`config.mk`:
```
export PLATFORM = sky130hd
export DESIGN_NAME = exers_sched_flat
export DESIGN_NICKNAME = d
export VERILOG_FILES = /design/src/rtl/exers_sched_pkg.sv /design/src/rtl/exers_sched_if.sv /design/src/rtl/exers_sched_pick.sv /design/src/rtl/exers_sched.sv /design/src/flat_wrapper.sv
export SDC_FILE = /design/constraint.sdc
export NUM_CORES = 1
export LEC_CHECK = 0
export ABC_AREA = 1
export BUFFER_PORTS_ARGS = -buffer_cell sky130_fd_sc_hd__buf_2
export CORE_UTILIZATION = 45
export DETAILED_ROUTE_END_ITERATION = 8
export SLEW_MARGIN = 20
export SYNTH_ARGS = -nofsm -noshare
export SYNTH_HDL_FRONTEND = slang
export SYNTH_SLANG_ARGS = --single-unit
```
`constraint.sdc`:
```
create_clock -name clk -period 3.7 [get_ports clk]
set_clock_uncertainty 0.2 [all_clocks]
set_input_delay 0.555 -clock clk [delete_from_list [all_inputs] [get_ports clk]]
set_output_delay 0.555 -clock clk [all_outputs]
set_load 0.1 [all_outputs]
```
`src/rtl/exers_sched_pkg.sv`:
```
// exers_sched_pkg: shared definitions for the execute issue scheduler.
//   NENT_DEF / IDXW_DEF : default RS entry count and entry index width
//   NPOOL / NSLOT       : two unit pools (SC, MC), two issue slots each
//   SL_*                : issue slot numbering (slot = 2*pool + unit)
//   unit_cls_e          : unit class of an RS entry (SC = 0, MC = 1)
package exers_sched_pkg;

    localparam int NENT_DEF = 8;
    localparam int IDXW_DEF = 3;

    localparam int NPOOL = 2;
    localparam int NSLOT = 4;

    localparam int SL_SC0 = 0;
    localparam int SL_SC1 = 1;
    localparam int SL_MC0 = 2;
    localparam int SL_MC1 = 3;

    typedef enum logic {
        UC_SC = 1'b0,
        UC_MC = 1'b1
    } unit_cls_e;

endpackage

```
`src/rtl/exers_sched_if.sv`:
```
// exers_sched_if: bundle between rename / RS storage / execute units and
// the issue scheduler.
//   alloc_valid/alloc_idx : RS entry written this cycle
//   ent_ready/ent_mc      : per-entry operand-ready and needs-mcalu flags
//   rob_flush             : drop every entry and issue slot
//   *_stall               : unit cannot accept its slot this cycle
//   sched_*_issue/_idx    : registered issue slots, one per unit
//   sched_free            : entries released at the previous edge
// master = rename/RS/units side, slave = scheduler.
interface exers_sched_if #(
    parameter int NENT = exers_sched_pkg::NENT_DEF,
    parameter int IDXW = exers_sched_pkg::IDXW_DEF
) ();

    logic            alloc_valid;
    logic [IDXW-1:0] alloc_idx;
    logic [NENT-1:0] ent_ready;
    logic [NENT-1:0] ent_mc;
    logic            rob_flush;

    logic            scalu0_stall;
    logic            scalu1_stall;
    logic            mcalu0_stall;
    logic            mcalu1_stall;

    logic            sched_scalu0_issue;
    logic            sched_scalu1_issue;
    logic            sched_mcalu0_issue;
    logic            sched_mcalu1_issue;
    logic [IDXW-1:0] sched_scalu0_idx;
    logic [IDXW-1:0] sched_scalu1_idx;
    logic [IDXW-1:0] sched_mcalu0_idx;
    logic [IDXW-1:0] sched_mcalu1_idx;
    logic [NENT-1:0] sched_free;

    modport master (
        output alloc_valid, alloc_idx, ent_ready, ent_mc, rob_flush,
        output scalu0_stall, scalu1_stall, mcalu0_stall, mcalu1_stall,
        input  sched_scalu0_issue, sched_scalu1_issue,
        input  sched_mcalu0_issue, sched_mcalu1_issue,
        input  sched_scalu0_idx, sched_scalu1_idx,
        input  sched_mcalu0_idx, sched_mcalu1_idx,
        input  sched_free
    );

    modport slave (
        input  alloc_valid, alloc_idx, ent_ready, ent_mc, rob_flush,
        input  scalu0_stall, scalu1_stall, mcalu0_stall, mcalu1_stall,
        output sched_scalu0_issue, sched_scalu1_issue,
        output sched_mcalu0_issue, sched_mcalu1_issue,
        output sched_scalu0_idx, sched_scalu1_idx,
        output sched_mcalu0_idx, sched_mcalu1_idx,
        output sched_free
    );

endinterface

```
`src/rtl/exers_sched_pick.sv`:
```
// exers_sched_pick: age-matrix selector for one unit pool.
//   cand_i        : candidate entries (valid, unselected, ready, right class)
//   age_i[i][j]   : 1 when entry i is older than entry j
//   first_*_o     : oldest candidate
//   second_*_o    : oldest candidate once the first is removed
// A pick is only reported when exactly one entry qualifies as oldest, so a
// corrupted matrix yields no pick rather than an arbitrary one. Index
// outputs are zero whenever the matching valid is low.
module exers_sched_pick
    import exers_sched_pkg::*;
#(
    parameter int N = NENT_DEF,
    parameter int W = IDXW_DEF
) (
    input  logic [N-1:0]        cand_i,
    input  logic [N-1:0][N-1:0] age_i,
    output logic                first_vld_o,
    output logic [W-1:0]        first_idx_o,
    output logic                second_vld_o,
    output logic [W-1:0]        second_idx_o
);

    // Candidates that no other candidate is older than.
    function automatic logic [N-1:0] oldest(input logic [N-1:0]        c,
                                            input logic [N-1:0][N-1:0] a);
        logic [N-1:0] o;
        o = c;
        for (int i = 0; i < N; i++) begin
            for (int j = 0; j < N; j++) begin
                if (c[j] && a[j][i]) begin
                    o[i] = 1'b0;
                end
            end
        end
        return o;
    endfunction

    function automatic logic is_onehot(input logic [N-1:0] x);
        return (x != '0) && ((x & (x - N'(1))) == '0);
    endfunction

    function automatic logic [W-1:0] oh2idx(input logic [N-1:0] x);
        logic [W-1:0] r;
        r = '0;
        for (int i = 0; i < N; i++) begin
            if (x[i]) begin
                r = r | W'(i);
            end
        end
        return r;
    endfunction

    logic [N-1:0] first_oh_s;
    logic [N-1:0] rest_s;
    logic [N-1:0] second_oh_s;

    // Oldest and second-oldest selection.
    always_comb begin
        first_oh_s  = oldest(cand_i, age_i);
        first_vld_o = is_onehot(first_oh_s);
        rest_s      = cand_i & ~first_oh_s;
        second_oh_s = oldest(rest_s, age_i);
        if (first_vld_o) begin
            first_idx_o  = oh2idx(first_oh_s);
            second_vld_o = is_onehot(second_oh_s);
        end else begin
            first_idx_o  = '0;
            second_vld_o = 1'b0;
        end
        if (second_vld_o) begin
            second_idx_o = oh2idx(second_oh_s);
        end else begin
            second_idx_o = '0;
        end
    end

endmodule

```
`src/rtl/exers_sched.sv`:
```
// exers_sched: issue scheduler for the execute reservation stations.
//   clk, rst : clock, asynchronous active-high reset
//   bus      : exers_sched_if.slave (alloc, per-entry ready/class, flush,
//              unit stalls in; four issue slots and free mask out)
// Keeps entry valid (V), entry-in-slot (S) and an age matrix, picks the
// oldest ready entries per pool and holds them in registered issue slots
// until the unit accepts (slot valid and no stall). Accepted entries are
// released and reported on sched_free the following cycle.
module exers_sched
    import exers_sched_pkg::*;
#(
    parameter int NENT = NENT_DEF,
    parameter int IDXW = IDXW_DEF
) (
    input  logic         clk,
    input  logic         rst,
    exers_sched_if.slave bus
);

    logic [NENT-1:0]            v_q, v_d;
    logic [NENT-1:0]            s_q, s_d;
    logic [NENT-1:0][NENT-1:0]  age_q, age_d;
    logic [NENT-1:0]            free_q, free_d;
    logic [NSLOT-1:0]           slot_vld_q, slot_vld_d;
    logic [NSLOT-1:0][IDXW-1:0] slot_idx_q, slot_idx_d;

    logic [NSLOT-1:0]           stall_s;
    logic [NSLOT-1:0]           avail_s;
    logic [NSLOT-1:0]           ld_vld_s;
    logic [NSLOT-1:0][IDXW-1:0] ld_idx_s;
    logic [NENT-1:0]            elig_s;
    logic [NENT-1:0]            sc_cand_s;
    logic [NENT-1:0]            mc_cand_s;
    logic [NPOOL-1:0]           pk_fv_s;
    logic [NPOOL-1:0][IDXW-1:0] pk_fi_s;
    logic [NPOOL-1:0]           pk_sv_s;
    logic [NPOOL-1:0][IDXW-1:0] pk_si_s;

    assign stall_s = {bus.mcalu1_stall, bus.mcalu0_stall,
                      bus.scalu1_stall, bus.scalu0_stall};

    // Entries already sitting in a slot are not candidates again.
    assign elig_s = v_q & ~s_q & bus.ent_ready;

    // Split eligible entries into the SC and MC pools by unit class.
    always_comb begin
        sc_cand_s = '0;
        mc_cand_s = '0;
        for (int i = 0; i < NENT; i++) begin
            if (unit_cls_e'(bus.ent_mc[i]) == UC_MC) begin
                mc_cand_s[i] = elig_s[i];
            end else begin
                sc_cand_s[i] = elig_s[i];
            end
        end
    end

    exers_sched_pick #(.N(NENT), .W(IDXW)) u_pick_sc (
        .cand_i       (sc_cand_s),
        .age_i        (age_q),
        .first_vld_o  (pk_fv_s[0]),
        .first_idx_o  (pk_fi_s[0]),
        .second_vld_o (pk_sv_s[0]),
        .second_idx_o (pk_si_s[0])
    );

    exers_sched_pick #(.N(NENT), .W(IDXW)) u_pick_mc (
        .cand_i       (mc_cand_s),
        .age_i        (age_q),
        .first_vld_o  (pk_fv_s[1]),
        .first_idx_o  (pk_fi_s[1]),
        .second_vld_o (pk_sv_s[1]),
        .second_idx_o (pk_si_s[1])
    );

    // Route picks to slots: unit0 gets the oldest when free; otherwise the
    // oldest goes to unit1. When unit0 is free, unit1 takes the second pick
    // (only loaded if unit1 is free too).
    always_comb begin
        avail_s  = '0;
        ld_vld_s = '0;
        ld_idx_s = '0;
        for (int p = 0; p < NPOOL; p++) begin
            avail_s[2*p]   = ~slot_vld_q[2*p]   | ~stall_s[2*p];
            avail_s[2*p+1] = ~slot_vld_q[2*p+1] | ~stall_s[2*p+1];
            if (avail_s[2*p]) begin
                ld_vld_s[2*p]   = pk_fv_s[p];
                ld_idx_s[2*p]   = pk_fi_s[p];
                ld_vld_s[2*p+1] = pk_sv_s[p];
                ld_idx_s[2*p+1] = pk_si_s[p];
            end else begin
                ld_vld_s[2*p]   = 1'b0;
                ld_idx_s[2*p]   = '0;
                ld_vld_s[2*p+1] = pk_fv_s[p];
                ld_idx_s[2*p+1] = pk_fi_s[p];
            end
        end
    end

    // Next state: flush beats everything; otherwise accept, alloc, select.
    always_comb begin
        v_d        = v_q;
        s_d        = s_q;
        age_d      = age_q;
        free_d     = '0;
        slot_vld_d = slot_vld_q;
        slot_idx_d = slot_idx_q;
        if (bus.rob_flush) begin
            v_d        = '0;
            s_d        = '0;
            age_d      = '0;
            slot_vld_d = '0;
            slot_idx_d = '0;
        end else begin
            // Accepted slots release their entry.
            for (int k = 0; k < NSLOT; k++) begin
                if (slot_vld_q[k] && !stall_s[k]) begin
                    v_d[slot_idx_q[k]]    = 1'b0;
                    s_d[slot_idx_q[k]]    = 1'b0;
                    free_d[slot_idx_q[k]] = 1'b1;
                end else begin
                    free_d = free_d;
                end
            end
            // New entry is younger than every entry currently valid.
            if (bus.alloc_valid) begin
                v_d[bus.alloc_idx]   = 1'b1;
                s_d[bus.alloc_idx]   = 1'b0;
                age_d[bus.alloc_idx] = '0;
                for (int j = 0; j < NENT; j++) begin
                    if (IDXW'(j) != bus.alloc_idx) begin
                        age_d[j][bus.alloc_idx] = v_q[j];
                    end else begin
                        age_d[j][bus.alloc_idx] = 1'b0;
                    end
                end
            end else begin
                age_d = age_d;
            end
            // Free slots reload (possibly empty); stalled slots hold.
            for (int k = 0; k < NSLOT; k++) begin
                if (avail_s[k]) begin
                    slot_vld_d[k] = ld_vld_s[k];
                    slot_idx_d[k] = ld_idx_s[k];
                    if (ld_vld_s[k]) begin
                        s_d[ld_idx_s[k]] = 1'b1;
                    end else begin
                        s_d = s_d;
                    end
                end else begin
                    slot_vld_d[k] = slot_vld_q[k];
                    slot_idx_d[k] = slot_idx_q[k];
                end
            end
        end
    end

    // State and output registers.
    always_ff @(posedge clk or posedge rst) begin
        if (rst) begin
            v_q        <= '0;
            s_q        <= '0;
            age_q      <= '0;
            free_q     <= '0;
            slot_vld_q <= '0;
            slot_idx_q <= '0;
        end else begin
            v_q        <= v_d;
            s_q        <= s_d;
            age_q      <= age_d;
            free_q     <= free_d;
            slot_vld_q <= slot_vld_d;
            slot_idx_q <= slot_idx_d;
        end
    end

    assign bus.sched_scalu0_issue = slot_vld_q[SL_SC0];
    assign bus.sched_scalu1_issue = slot_vld_q[SL_SC1];
    assign bus.sched_mcalu0_issue = slot_vld_q[SL_MC0];
    assign bus.sched_mcalu1_issue = slot_vld_q[SL_MC1];
    assign bus.sched_scalu0_idx   = slot_idx_q[SL_SC0];
    assign bus.sched_scalu1_idx   = slot_idx_q[SL_SC1];
    assign bus.sched_mcalu0_idx   = slot_idx_q[SL_MC0];
    assign bus.sched_mcalu1_idx   = slot_idx_q[SL_MC1];
    assign bus.sched_free         = free_q;

endmodule

```
`src/flat_wrapper.sv`:
```
// flat-port wrapper written by rule: the top's interface ports become plain ports
module exers_sched_flat import exers_sched_pkg::*;
#(
    parameter int NENT = NENT_DEF,
    parameter int IDXW = IDXW_DEF
)
  (clk, rst, bus_alloc_valid, bus_alloc_idx, bus_ent_ready, bus_ent_mc, bus_rob_flush, bus_scalu0_stall, bus_scalu1_stall, bus_mcalu0_stall, bus_mcalu1_stall, bus_sched_scalu0_issue, bus_sched_scalu1_issue, bus_sched_mcalu0_issue, bus_sched_mcalu1_issue, bus_sched_scalu0_idx, bus_sched_scalu1_idx, bus_sched_mcalu0_idx, bus_sched_mcalu1_idx, bus_sched_free);
  exers_sched_if #(.NENT(NENT), .IDXW(IDXW)) bus_i ();
  input  logic clk;
  input  logic rst;
  input wire logic [$bits(bus_i.alloc_valid)-1:0] bus_alloc_valid;
  input wire logic [$bits(bus_i.alloc_idx)-1:0] bus_alloc_idx;
  input wire logic [$bits(bus_i.ent_ready)-1:0] bus_ent_ready;
  input wire logic [$bits(bus_i.ent_mc)-1:0] bus_ent_mc;
  input wire logic [$bits(bus_i.rob_flush)-1:0] bus_rob_flush;
  input wire logic [$bits(bus_i.scalu0_stall)-1:0] bus_scalu0_stall;
  input wire logic [$bits(bus_i.scalu1_stall)-1:0] bus_scalu1_stall;
  input wire logic [$bits(bus_i.mcalu0_stall)-1:0] bus_mcalu0_stall;
  input wire logic [$bits(bus_i.mcalu1_stall)-1:0] bus_mcalu1_stall;
  output wire logic [$bits(bus_i.sched_scalu0_issue)-1:0] bus_sched_scalu0_issue;
  output wire logic [$bits(bus_i.sched_scalu1_issue)-1:0] bus_sched_scalu1_issue;
  output wire logic [$bits(bus_i.sched_mcalu0_issue)-1:0] bus_sched_mcalu0_issue;
  output wire logic [$bits(bus_i.sched_mcalu1_issue)-1:0] bus_sched_mcalu1_issue;
  output wire logic [$bits(bus_i.sched_scalu0_idx)-1:0] bus_sched_scalu0_idx;
  output wire logic [$bits(bus_i.sched_scalu1_idx)-1:0] bus_sched_scalu1_idx;
  output wire logic [$bits(bus_i.sched_mcalu0_idx)-1:0] bus_sched_mcalu0_idx;
  output wire logic [$bits(bus_i.sched_mcalu1_idx)-1:0] bus_sched_mcalu1_idx;
  output wire logic [$bits(bus_i.sched_free)-1:0] bus_sched_free;
  assign bus_i.alloc_valid = bus_alloc_valid;
  assign bus_i.alloc_idx = bus_alloc_idx;
  assign bus_i.ent_ready = bus_ent_ready;
  assign bus_i.ent_mc = bus_ent_mc;
  assign bus_i.rob_flush = bus_rob_flush;
  assign bus_i.scalu0_stall = bus_scalu0_stall;
  assign bus_i.scalu1_stall = bus_scalu1_stall;
  assign bus_i.mcalu0_stall = bus_mcalu0_stall;
  assign bus_i.mcalu1_stall = bus_mcalu1_stall;
  assign bus_sched_scalu0_issue = bus_i.sched_scalu0_issue;
  assign bus_sched_scalu1_issue = bus_i.sched_scalu1_issue;
  assign bus_sched_mcalu0_issue = bus_i.sched_mcalu0_issue;
  assign bus_sched_mcalu1_issue = bus_i.sched_mcalu1_issue;
  assign bus_sched_scalu0_idx = bus_i.sched_scalu0_idx;
  assign bus_sched_scalu1_idx = bus_i.sched_scalu1_idx;
  assign bus_sched_mcalu0_idx = bus_i.sched_mcalu0_idx;
  assign bus_sched_mcalu1_idx = bus_i.sched_mcalu1_idx;
  assign bus_sched_free = bus_i.sched_free;
  exers_sched #(.NENT(NENT), .IDXW(IDXW)) u_core (.clk(clk), .rst(rst), .bus(bus_i));
endmodule
```
==> results.md <==
* Rel. slew slack at 0.426
* Cells along the critical path: buf_4, nor3_1, nand2_1, nand2_1, nor2_1, nand2_2, nand2_1, nand3_1, nor2_1, nand2_1, nand2_1, nor2_2, nand3_1, nand2_1, nand3_2, nand2_2, buf_4, inv_2, nor2_2, nand2_1, nand3_1, nor2_1, nor2_1
* DR WL/cell at 20.5 um
* Storage element area at 0.00260 mm2
* Final nets at 1,508
* Synth warn at 0
* Die height at 140 um
* Die X at 140 um
* Pwr/cell area at 262 mW/mm2
* Finish-stage setup viols at 0
* Clock Power Share at 0.388
* Synth cell types at 46
* Syn avg cell area at 6.13 um2
* Psw at 0.801 mW
* Mapped Nets at 1,427
* Post-synthesis sequential element count at 104
* Remaining Overflow, GRT at 0
* Hold_ws at 102 ps
* Crit-path max FO at 12
* Clock sink total at 104
* Worst vdd ir at 0.000326 V
* GRT Util Overall at 0.371
* RePlAce Congestion at 1.01
* Fmax at 292 MHz
* H-tree Lvls at 3
* Share of power burned in registers at 0.481
* Synth Flop Type: dfrtp_1
* Crit path time final at 3430 ps
* Post-synth ARST share at 1.00
* Multi-input logic area at 0.00484 mm2
* Internal power at 1.73 mW
* RSZ-0062 raised after global routing: false
* Detailed Place HPWL at 29,300 um
* Worst skew pair latency at 370 ps
* Area growth, synth to finish at 12.8%
* Sw Share at 0.316
* CP Launch Type: flip-flop
* Crit path buf inv count at 3
* Least-Margin Pin Slew at 858 ps
* CP peak stage delay at 490 ps
* Fillers at 2,033
* Fin crit share at 0.926
* Leak at 5.67 nW
* Status: completed
* Post-synthesis sequential area ratio at 0.303
* Hold Vio Cnt, Final at 0
* Worst setup path category: reg2reg
* CTS tree: yes
* Core area at 0.0187 mm2
* Pin count of the biggest net entering global routing at 58
* Drt first pass iters at 5
* Ant diodes at 0
* Final Util at 0.518
* Arrival @ worst endpoint at 3510 ps
* Vias in the first global route at 8,776
* Total power at 2.54 mW
* Root Buffer: clkbuf_16
* Starting Density at 0.459
* Via/cell ratio at 5.47
* Die area at 0.0196 mm2
* Required @ worst endpoint at 3790 ps
* Post-Syn Area at 0.00858 mm2
* Initial DRC count at 765
* Clock Pin Slew Worst Setup and Hold Paths at 80 ps
* Clock buffer depth at 2
* Min-delay worst type: in2async
* First-pass GRT wire length at 53,200 um
* IO Port Bufs at 50
* Crit path capture type: flip-flop
* Maxcap violations at 0
* Total number of vias at 9,404
* TritonCTS buffer count at 9
* I/O pins at 51
* Combinational fraction of design power at 0.131
* Fraction of layout cells with a size suffix above 1 at 0.151
* Cells after Synth at 1,400
* Post-synth EDFFs at 0
* Routed Antenna Nets at 0
* Hold buffer count at CTS at 0
* Initial antenna violation count at 0
* Worst path slowest cell: dfrtp_1
* Slew Limit Fails at 0
* Routed WL at 35,300 um
* Critical Path Most Common Cell: nand2_1
* Remaining DRCs at 0
* CP delay by family, top: simple AND/OR/NAND/NOR gates
* Setup TNS at 0 ps
* Rows at 50
-- worst paths after layout --
path / to / slack, ps / start / cells past startpoint
max in group asynchronous: u_core.age_q[30] / 2470 / rst / 3
min: u_core.v_q[3] / 100 / rst / 2
max: u_core.s_q[4] / 270 / u_core.s_q[5] / 23
min reg2reg: u_core.age_q[18] / 340 / u_core.age_q[18] / 2
max reg2reg: u_core.s_q[4] / 270 / u_core.s_q[5] / 23
min in group clk: u_core.age_q[18] / 340 / u_core.age_q[18] / 2
-- layout make-up --
type,count,share of cell area
inverter,245,0.0955
multi-input combinational,1016,0.500
timing repair buffer,105,0.0749
clock buffer,9,0.0233
clock inverter,7,0.00724
sequential,104,0.269
tap,234,0.0302
-- per-layer routing --
| layer | vias to the layer above | GRT usage | share of wire |
|---|---|---|---|
| met1 | 4388 | 0.528 | 0.45 |
| met3 | 62 | 0.0578 | 0.084 |
| li1 | 4566 | - | - |
| met2 | 388 | 0.565 | 0.43 |
| met4 | 0 | 0.138 | 0.037 |
| met5 | - | 0 | 0 |
-- metrics by stage --
| stage | instances | setup WS [ps] | cell area (um2) |
|---|---|---|---|
| 2_1_floorplan | 1400 | 213 | 8580 |
| 5_1_grt | 1720 | 11.6 | 9680 |
| 3_3_place_gp | 1702 | 80.6 | 9340 |
| 4_1_cts | 1718 | 228 | 9630 |
| 6_report | 1720 | 274 | 9680 |
| 3_5_place_dp | 1702 | 59.1 | 9340 |
-- logic make-up after synthesis --
family	after synthesis	synth area share
and+or+nand+nor	895	0.470
buffers and inverters	280	0.134
AOI/OAI and AO/OA	121	0.0929
DFF	104	0.303
-- cells in the final DEF, fill, tap and decap left out, types with 26 or more instances in the layout --
cell	instances
nand2_1	356
nor2_1	248
inv_1	228
nand3_1	168
dfrtp_1	103
buf_2	50
buf_4	50
a211oi_1	38
nand2_2	26
a21oi_1	26
-- state kept, by name, summed over array words and instances (netlist names) --
name	count
u_core.age_q	64
u_core.bus.sched_free	8
u_core.s_q	8
u_core.v_q	8
u_core.slot_vld_q	4
u_core.bus.sched_mcalu0_idx	3
u_core.bus.sched_mcalu1_idx	3
u_core.bus.sched_scalu0_idx	3
u_core.bus.sched_scalu1_idx	3
-- synthesized netlist by cell type (2+ instances only) --
cell type,n,share of area
nor3_2,2,0.0023
nor2_8,2,0.0047
a31oi_1,7,0.0051
nand2_1,357,0.16
a21oi_1,26,0.015
o221ai_1,2,0.0020
o21ai_0,12,0.0070
inv_1,229,0.10
nand3_2,10,0.012
o31ai_1,3,0.0026
clkbuf_1,13,0.0057
nor2_1,249,0.11
nor2_2,21,0.015
nor3_1,22,0.013
inv_2,14,0.0061
buf_4,12,0.010
nand3_1,168,0.098
nor4_1,2,0.0015
buf_2,4,0.0023
nand2_4,8,0.010
nor2_4,11,0.014
nand2_2,25,0.018
dfrtp_1,104,0.30
nand3b_2,2,0.0026
o22ai_1,17,0.012
a21boi_0,2,0.0017
a211oi_1,38,0.033
nand4_1,13,0.0095
o21ai_1,2,0.0012
a22oi_1,2,0.0017
buf_6,6,0.0079
-- power by group through the flow --
stage	combinational, mW	clock [mW]	sequential (mW)
after detailed placement	0.326	0	1.24
after global routing	0.365	1.05	1.22
after floorplan	0.199	0	1.23
after global placement	0.324	0	1.24
after CTS	0.327	0.997	1.21
final	0.332	0.985	1.22
-- timing repair --
item	in CTS	in global routing
gates resized for setup	0	4
endpoints found under the hold margin	0	0
setup buffers	0	2
setup endpoints to repair	0	7
Note: power is estimated with default switching activity, not from simulation.
